`config.mk`:
```
export PLATFORM = sky130hd
export DESIGN_NAME = scores
export DESIGN_NICKNAME = d
export VERILOG_FILES = /design/src/rtl/scores_pkg.sv /design/src/rtl/scores_edge_det.sv /design/src/rtl/scores.sv
export SDC_FILE = /design/constraint.sdc
export NUM_CORES = 1
export LEC_CHECK = 0
export CAP_MARGIN = 20
export CORE_MARGIN = 5
export CORE_UTILIZATION = 40
export CTS_CLUSTER_SIZE = 14
export DETAILED_ROUTE_END_ITERATION = 16
export GPL_TIMING_DRIVEN = 0
export PLACE_DENSITY = 0.78
export SYNTH_ARGS = -nofsm -noshare
export SYNTH_HDL_FRONTEND = slang
export SYNTH_SLANG_ARGS = --single-unit
export TNS_END_PERCENT = 5
```
`constraint.sdc`:
```
create_clock -name clk -period 1.35 [get_ports clk]
set_input_delay 0.135 -clock clk [delete_from_list [all_inputs] [get_ports clk]]
set_output_delay 0.135 -clock clk [all_outputs]
set_load 0.02 [all_outputs]
```
`src/rtl/scores_pkg.sv`:
```
// -----------------------------------------------------------------------------
// scores_pkg
// Shared constants and types for the two-player score keeper.
//   SCORE_W        : width of each score (3 bits, scores 0..7)
//   WIN_SCORE_DEF  : default score that ends the match
//   state_t        : match FSM states (PLAY, OVER)
//   P1_WIN/P2_WIN  : encoding of the winner output
// Optional build macro used by this slice: SCORES_INPUT_SYNC_EN
// -----------------------------------------------------------------------------
package scores_pkg;

  localparam int SCORE_W       = 3;
  localparam int WIN_SCORE_DEF = 5;

  typedef enum logic [0:0] {
    PLAY = 1'b0,
    OVER = 1'b1
  } state_t;

  localparam logic P1_WIN = 1'b0;
  localparam logic P2_WIN = 1'b1;

  // Add one to a score; callers guarantee the result never exceeds the
  // win target, so no wrap handling is needed here.
  function automatic logic [SCORE_W-1:0] score_inc(input logic [SCORE_W-1:0] s);
    return s + {{(SCORE_W-1){1'b0}}, 1'b1};
  endfunction

endpackage

```
`src/rtl/scores_edge_det.sv`:
```
// -----------------------------------------------------------------------------
// scores_edge_det
// Turns a level "point" request into a one-cycle rise pulse. The pulse is
// combinational from the sampled level and the history register, so the
// consumer can act on the very edge that first sees the level high.
//
// Build option SCORES_INPUT_SYNC_EN: when defined, the raw input passes
// through a two-flop synchronizer first (adds two clocks of latency).
//
// Ports:
//   clk_i    : system clock
//   rst_ni   : asynchronous active-low reset
//   point_i  : level request from the game logic
//   rise_o   : high for one cycle when the (synchronized) level rises
// -----------------------------------------------------------------------------
module scores_edge_det (
  input  logic clk_i,
  input  logic rst_ni,
  input  logic point_i,
  output logic rise_o
);

  logic level_s;
  logic prev_q;

`ifdef SCORES_INPUT_SYNC_EN
  logic sync1_q;
  logic sync2_q;

  // Two-flop synchronizer for an input from another clock domain.
  always_ff @(posedge clk_i or negedge rst_ni) begin
    if (!rst_ni) begin
      sync1_q <= 1'b0;
      sync2_q <= 1'b0;
    end else begin
      sync1_q <= point_i;
      sync2_q <= sync1_q;
    end
  end

  assign level_s = sync2_q;
`else
  assign level_s = point_i;
`endif

  // History register: level as seen on the previous clock edge.
  always_ff @(posedge clk_i or negedge rst_ni) begin
    if (!rst_ni) begin
      prev_q <= 1'b0;
    end else begin
      prev_q <= level_s;
    end
  end

  // A held-high line yields a single pulse; it must drop for a clock to
  // produce another.
  assign rise_o = level_s & ~prev_q;

endmodule

```
`src/rtl/scores.sv`:
```
// -----------------------------------------------------------------------------
// scores
// Score keeper for a two-player game. Counts rising edges on point1/point2,
// ends the match when either score reaches WIN_SCORE and reports the winner.
// All outputs come straight from registers.
//
// Build option SCORES_INPUT_SYNC_EN: synchronizes point1/point2 before edge
// detection (score updates two clocks later than the unsynchronized build).
//
// Parameters:
//   WIN_SCORE : score that ends the match, 1..7
//
// Ports:
//   clk      : system clock, rising edge
//   reset    : asynchronous active-low reset
//   point1   : level request, player 1 scored
//   point2   : level request, player 2 scored
//   score1   : player 1 score
//   score2   : player 2 score
//   playing  : 1 while the match runs, 0 after a win
//   winner   : 0 = player 1 won, 1 = player 2 won (0 while playing)
// -----------------------------------------------------------------------------
module scores
  import scores_pkg::*;
#(
  parameter int WIN_SCORE = WIN_SCORE_DEF
) (
  input  logic               clk,
  input  logic               reset,
  input  logic               point1,
  input  logic               point2,
  output logic [SCORE_W-1:0] score1,
  output logic [SCORE_W-1:0] score2,
  output logic               playing,
  output logic               winner
);

  localparam logic [SCORE_W-1:0] WIN_Q = WIN_SCORE[SCORE_W-1:0];

  logic rise1_s;
  logic rise2_s;

  state_t             state_q,   state_d;
  logic [SCORE_W-1:0] score1_q,  score1_d;
  logic [SCORE_W-1:0] score2_q,  score2_d;
  logic               playing_q, playing_d;
  logic               winner_q,  winner_d;

  scores_edge_det u_edge1 (
    .clk_i   (clk),
    .rst_ni  (reset),
    .point_i (point1),
    .rise_o  (rise1_s)
  );

  scores_edge_det u_edge2 (
    .clk_i   (clk),
    .rst_ni  (reset),
    .point_i (point2),
    .rise_o  (rise2_s)
  );

  // Match FSM: score the lone rising edge, detect the win on the same edge.
  always_comb begin
    state_d   = state_q;
    score1_d  = score1_q;
    score2_d  = score2_q;
    playing_d = playing_q;
    winner_d  = winner_q;
    case (state_q)
      PLAY: begin
        if (rise1_s && !rise2_s) begin
          score1_d = score_inc(score1_q);
          if (score1_d == WIN_Q) begin
            state_d   = OVER;
            playing_d = 1'b0;
            winner_d  = P1_WIN;
          end else begin
            state_d   = PLAY;
          end
        end else if (rise2_s && !rise1_s) begin
          score2_d = score_inc(score2_q);
          if (score2_d == WIN_Q) begin
            state_d   = OVER;
            playing_d = 1'b0;
            winner_d  = P2_WIN;
          end else begin
            state_d   = PLAY;
          end
        end else begin
          // No edge, or both players at once: a tie event counts for nobody.
          state_d = PLAY;
        end
      end
      OVER: begin
        state_d = OVER;
      end
      default: begin
        // Unreachable encoding: freeze the match rather than keep counting.
        state_d   = OVER;
        playing_d = 1'b0;
      end
    endcase
  end

  // State and output registers.
  always_ff @(posedge clk or negedge reset) begin
    if (!reset) begin
      state_q   <= PLAY;
      score1_q  <= {SCORE_W{1'b0}};
      score2_q  <= {SCORE_W{1'b0}};
      playing_q <= 1'b1;
      winner_q  <= P1_WIN;
    end else begin
      state_q   <= state_d;
      score1_q  <= score1_d;
      score2_q  <= score2_d;
      playing_q <= playing_d;
      winner_q  <= winner_d;
    end
  end

  assign score1  = score1_q;
  assign score2  = score2_q;
  assign playing = playing_q;
  assign winner  = winner_q;

endmodule

```
==> flow_summary_export.csv, run 1 <==
group,metric,value,unit
yosys,synth_seq_cells,11,
final_layout,layout_common_cells,"dfrtp_1 (10), dlygate4sd2_1 (8), inv_1 (6)",
sta,hold_violations,0,
clocking,cts_num_sinks,11,
worst_setup_path,worstSetupStartpointType,"flip-flop",
grt,grt_usage,0.102,
final_layout,postLayoutCoreUtil,0.583,
route,drt_wl_total,975,um
route,remaining_drc_errors,0,
final_layout,final_common_cell,"dfrtp_1",
floorplan,fp.dieH,47.1,um
sta,fin_ws,0.0253,ns
clocking,numCtsBuffers,3,
grt,grt_pass1_wl,1530,um
clocking,htree_levels,1,
yosys,avgSynthCellArea,11.7,um2
floorplan,pin_count,12,
sta,finClkSkew,0.000979,ns
worst_setup_path,path_class,"flip-flop to flip-flop",
route,wl_per_cell,12.3,um
sta,clock.fmax,0.755,GHz
final_layout,num_antenna_cells,0,
worst_setup_path,critPathMaxStageDelay,0.40,ns
clocking,cts_buffer_depth,2,
final_layout,nFillCells,117,
worst_setup_path,critPathRequiredTime,1.50,ns
floorplan,chipWidth,47.1,um
placement,dp_hpwl,719,um
sta,slew_viol_final,0,
route,ant_nets,0,
floorplan,initial_core_util,0.422,
clocking,cts_tree,"built",
power,power_density,1920,nW/um2
route,dr_total_vias,376,
worst_setup_path,crit_slowest_cell,"dfrtp_1",
run,maxCapViolCount,0,
yosys,syn_inst,47,
grt,grt_max_degree,12,
grt,antenna_found_initial,0,
power,ir_drop,0.00127,V
final_layout,syn_to_final_growth,38.0,%
floorplan,die_area,2210,um2
placement,numPortBuffers,11,
yosys,synth_area,549,um2
clocking,cts_root_buf,"clkbuf_4",
clocking,clkTransAtPathRegs,0.07,ns
placement,dp_slack,-0.301,ns
final_layout,nNetsFinal,75,
placement,gp_congestion,0.666,
grt,grt.overflow.total,0,
clocking,insertion_delay,0.26,ns
grt,grt_pass1_vias,361,
worst_setup_path,crit_path_max_fanout,3,
route,drtIter0Drc,0,
worst_setup_path,path_cells,"nor2b_4, inv_1, ha_2, nor3b_4, buf_6, nand2_1, o21ai_0",
floorplan,num_rows,13,
sta,tightest_slew,0.482,ns
yosys,synth_nets,57,
run_status,outcome,"finished clean",
route,firstDrtPassIters,1,
sta,period_share,0.981,
route,viasPerCell,4.76,
sta,post-route-min-period,1.32,ns
hold_path,hold_class,"input pin to asynchronous set/reset pin",
floorplan,coreArea,1300,um2
yosys,ys_warn_count,0,
worst_setup_path,rr_worst_depth,7,
sta,setup_viol,0,
yosys,ys_seq_area_frac,0.503,
sta,slew_headroom,0.678,
power,leakage,0.000361,uW
clocking,ctsHoldBuffers,0,
yosys,ys_types,20,
final_layout,drive_above_1_share,0.234,
worst_setup_path,endpoint_kind,"flip-flop",
worst_setup_path,crit_arrival,1.47,ns
[repair_timing]
action | 4_1_cts | 5_1_grt
endpoints found under the hold margin | 0 | 0
resized for setup | 10 | 8
endpoints found under the setup margin | 12 | 5
buffers inserted | 0 | 2
pin swaps | 2 | 1
[layout make-up]
| class | instances | area, um2 | area share |
|---|---|---|---|
| Timing Repair Buffer | 13 | 119 | 0.157 |
| Inverter | 6 | 22.5 | 0.0297 |
| Tap cell | 15 | 18.8 | 0.0248 |
| Clock buffer | 4 | 26.3 | 0.0347 |
| Multi-Input combinational cell | 30 | 295 | 0.389 |
| Sequential cell | 11 | 277 | 0.365 |
[cell families after synthesis]
| logic type | after synthesis | synth area share |
|---|---|---|
| simple gates | 14 | 0.175 |
| flops | 11 | 0.503 |
| buf+inv | 6 | 0.0410 |
| fa+ha+maj | 6 | 0.137 |
| xor+xnor | 6 | 0.0957 |
| compound gates | 4 | 0.0478 |
[through the flow]
stage                     cell area [um2]  std cells  hold WS, ns  total power [uW]  TNS [ns]
after global routing                  758         79        0.234              1580   -0.0185
after global placement                678         73        0.464              1240     -1.54
after floorplan                       549         47       -0.161               970         0
after CTS                             699         77        0.213              1420   -0.0338
after detailed placement              678         73        0.469              1270     -1.94
final                                 758         79        0.198              1460         0
[report_power, final]
| part | leakage [uW] | total (uW) | switching, uW | internal [uW] |
|---|---|---|---|---|
| Combinational | 0.000219 | 663 | 364 | 299 |
| Sequential | 0.000127 | 574 | 122 | 452 |
| Clock | 0.0000150 | 222 | 108 | 114 |
| Total | 0.000361 | 1460 | 594 | 865 |
[layer usage]
layer	vias to the layer above	part of all wire	track usage
met5	-	0	0
met4	0	0	0.0166
met3	0	0.065	0.0460
met2	11	0.50	0.165
met1	176	0.43	0.128
li1	189	-	-
[flip-flops by register name, summed over array words and instances, names as in the netlist]
register / flops
winner: 1
u_edge2.prev_q: 1
score2: 3
score1: 3
playing: 1
state_q: 1
u_edge1.prev_q: 1
[synthesized netlist by cell type (all sizes together)]
| cell | number | share of area |
|---|---|---|
| a21bo | 1 | 0.018 |
| ha | 6 | 0.14 |
| nor2 | 1 | 0.0068 |
| and3 | 1 | 0.011 |
| a31oi | 1 | 0.011 |
| xor2 | 2 | 0.032 |
| dfrtp | 10 | 0.46 |
| o21ai | 2 | 0.018 |
| nor3b | 1 | 0.034 |
| nand4 | 1 | 0.011 |
| xnor2 | 4 | 0.064 |
| inv | 6 | 0.041 |
| dfstp | 1 | 0.048 |
| and2b | 1 | 0.018 |
| nor2b | 1 | 0.011 |
| nand2 | 5 | 0.039 |
| nand2b | 1 | 0.011 |
| nand4b | 2 | 0.032 |
[worst max-delay path: cells and delay by family (launching register included)]
kind                       cells  cell delay [ns]
DFF                            1             0.40
adders and majority gates      1             0.18
AOI/OAI and AO/OA              1             0.08
buffers and inverters          2             0.19
and+or+nand+nor                3             0.37
[final timing paths]
path	slack (ns)	startpoint	end
max in group asynchronous	0.80	reset	playing
worst min register to register	0.48	winner	winner
worst max-delay path	0.03	u_edge1.prev_q	score2[1]
worst max register to register	0.03	u_edge1.prev_q	score2[1]
worst min-delay path	0.20	reset	score1[0]
min in group clk	0.35	point1	u_edge1.prev_q
No activity file was read; power rests on OpenSTA's default activity.
==> inputs of run 2 (changes only) <==
Settings changed: CTS_BUF_LIST set to sky130_fd_sc_hd__clkbuf_16.
==> flow_summary_export.csv, run 2 (same netlist as run 1, synthesis figures left out) <==
group,metric,value,unit
grt,grt_max_degree,12,
worst_setup_path,r2r_slack,0.01,ns
final_layout,num_antenna_cells,0,
route,ant_nets,0,
final_layout,postLayoutCoreUtil,0.623,
clocking,cts_root_buf,"clkbuf_16",
route,remaining_drc_errors,0,
floorplan,die_area,2210,um2
worst_setup_path,crit_family,"simple AND/OR/NAND/NOR gates",
clocking,cts_tree,"built",
hold_path,hold_class,"input pin to asynchronous set/reset pin",
route,wl_met1,447,um
sta,clock.fmax,0.746,GHz
final_layout,final_common_cell,"dfrtp_1",
clocking,cts_buffer_depth,2,
run_status,outcome,"finished clean",
floorplan,coreArea,1300,um2
worst_setup_path,critPathRequiredTime,1.47,ns
worst_setup_path,r2r_start,"u_edge2.prev_q",
power,power_density,2170,nW/um2
route,wl_per_cell,14.2,um
sta,tightest_slew,0.485,ns
clocking,cts_num_sinks,11,
route,met2_length,588,um
clocking,clkTransAtPathRegs,0.04,ns
sta,hold_violations,0,
route,wl_met3,72,um
clocking,htree_levels,1,
placement,numPortBuffers,11,
route,drtIter0Drc,5,
final_layout,nNetsFinal,75,
worst_setup_path,crit_arrival,1.46,ns
placement,dp_hpwl,719,um
final_layout,layout_common_cells,"dfrtp_1 (10), dlygate4sd2_1 (7), inv_1 (6), nand2_1 (4), xnor2_1 (4)",
worst_setup_path,cp.depth,5,
floorplan,chipWidth,47.1,um
sta,finClkSkew,0.00126,ns
route,dr_total_vias,388,
floorplan,pin_count,12,
worst_setup_path,crit_slowest_cell,"dfrtp_1",
worst_setup_path,cp-startpoint,"u_edge2.prev_q",
worst_setup_path,crit_path_max_fanout,5,
power,leakage,0.000393,uW
clocking,numCtsBuffers,3,
floorplan,fp.dieH,47.1,um
grt,grt_pass1_vias,390,
placement,gp_congestion,0.666,
worst_setup_path,critPathBufInv,0,
sta,setup_viol,0,
floorplan,initial_core_util,0.422,
final_layout,drive_above_1_share,0.250,
worst_setup_path,endpoint_kind,"flip-flop",
final_layout,syn_to_final_growth,47.6,%
worst_setup_path,path_cells,"nand2b_4, ha_4, nor3b_4, nand2_2, xnor2_1",
sta,slew_headroom,0.676,
floorplan,num_rows,13,
grt,grt_usage,0.122,
run,maxCapViolCount,0,
route,drt_wl_total,1120,um
worst_setup_path,rr_worst_depth,5,
route,firstDrtPassIters,4,
worst_setup_path,path_class,"flip-flop to flip-flop",
sta,slew_viol_final,0,
route,viasPerCell,4.91,
grt,antenna_found_initial,0,
sta,holdWs,0.231,ns
worst_setup_path,rr_endpoint,"score2[2]",
route,highest_layer,"met4",
sta,post-route-min-period,1.34,ns
worst_setup_path,cp-endpoint,"score2[2]",
clocking,insertion_delay,0.24,ns
grt,grt.overflow.total,0,
final_layout,nFillCells,106,
worst_setup_path,critPathMaxStageDelay,0.38,ns
worst_setup_path,worstSetupStartpointType,"flip-flop",
sta,rsz0062_at_grt,"yes",
power,ir_drop,0.00122,V
grt,grt_pass1_wl,1710,um
sta,period_share,0.993,
run 2: cell count changes in the layout (fill, tap and decap cells not counted):
cell	change
ha_1	-1
buf_4	+1
xor2_2	-1
nor2_2	+1
clkbuf_1	-1
clkbuf_16	+3
inv_2	+1
nor2_4	-1
buf_6	-1
ha_4	+1
dlygate4sd2_1	-1
dlymetal6s2s_1	+1
xor2_1	+1
clkbuf_4	-3
run 2: area by class of cell:
cell class / instances / area (um2) / area share
Sequential cell: 11 / 277 / 0.341
Tap cell: 15 / 18.8 / 0.0231
Clock inverter: 1 / 3.75 / 0.00463
Multi-Input combinational cell: 30 / 295 / 0.364
Inverter: 6 / 22.5 / 0.0278
Timing Repair Buffer: 13 / 119 / 0.147
Clock buffer: 3 / 75.1 / 0.0926
run 2: worst min-delay path by stage:
stage                     slack [ns]  depth (start not counted)        endpoint    from
after floorplan                -0.16                          0       score1[0]   reset
final                           0.23                          1  u_edge1.prev_q   reset
after global placement          0.46                          1          winner  winner
after CTS                       0.25                          1  u_edge2.prev_q   reset
after detailed placement        0.47                          1          winner  winner
after global routing            0.28                          1  u_edge2.prev_q   reset
run 2: worst register-to-register path, stage by stage (launching register included):
cell	delay, ns
dfrtp_1	0.38
nand2b_4	0.17
ha_4	0.19
nor3b_4	0.29
nand2_2	0.08
xnor2_1	0.13
run 2: routing by layer:
metal,GRT usage,vias up
met5,0,-
met4,0.0829,0
met3,0.0460,2
li1,-,188
met1,0.130,186
met2,0.198,12
run 2: repair_timing:
action / CTS / global route
buffers inserted: 0 / 2
endpoints found under the setup margin: 11 / 7
pin swaps: 1 / 4
hold endpoints to repair: 0 / 0
hold buffers: 0 / 0
resized for setup: 10 / 8
run 2: per-stage QoR:
step                cells  TNS, ns  area [um2]  power [uW]  setup slack, ns
global placement       73    -1.54         678        1240           -0.260
CTS                    77  -0.0473         756        1760          -0.0473
detailed placement     73    -1.94         678        1270           -0.301
floorplan              47        0         549         970           0.0393
finish                 79        0         811        1760          0.00961
global route           79   -0.131         811        1880          -0.0555
run 2: power breakdown:
part           leakage, uW  internal [uW]  switching, uW
registers         0.000127            454            116
logic             0.000224            294            369
clock network    0.0000423            388            142
total             0.000393           1140            627
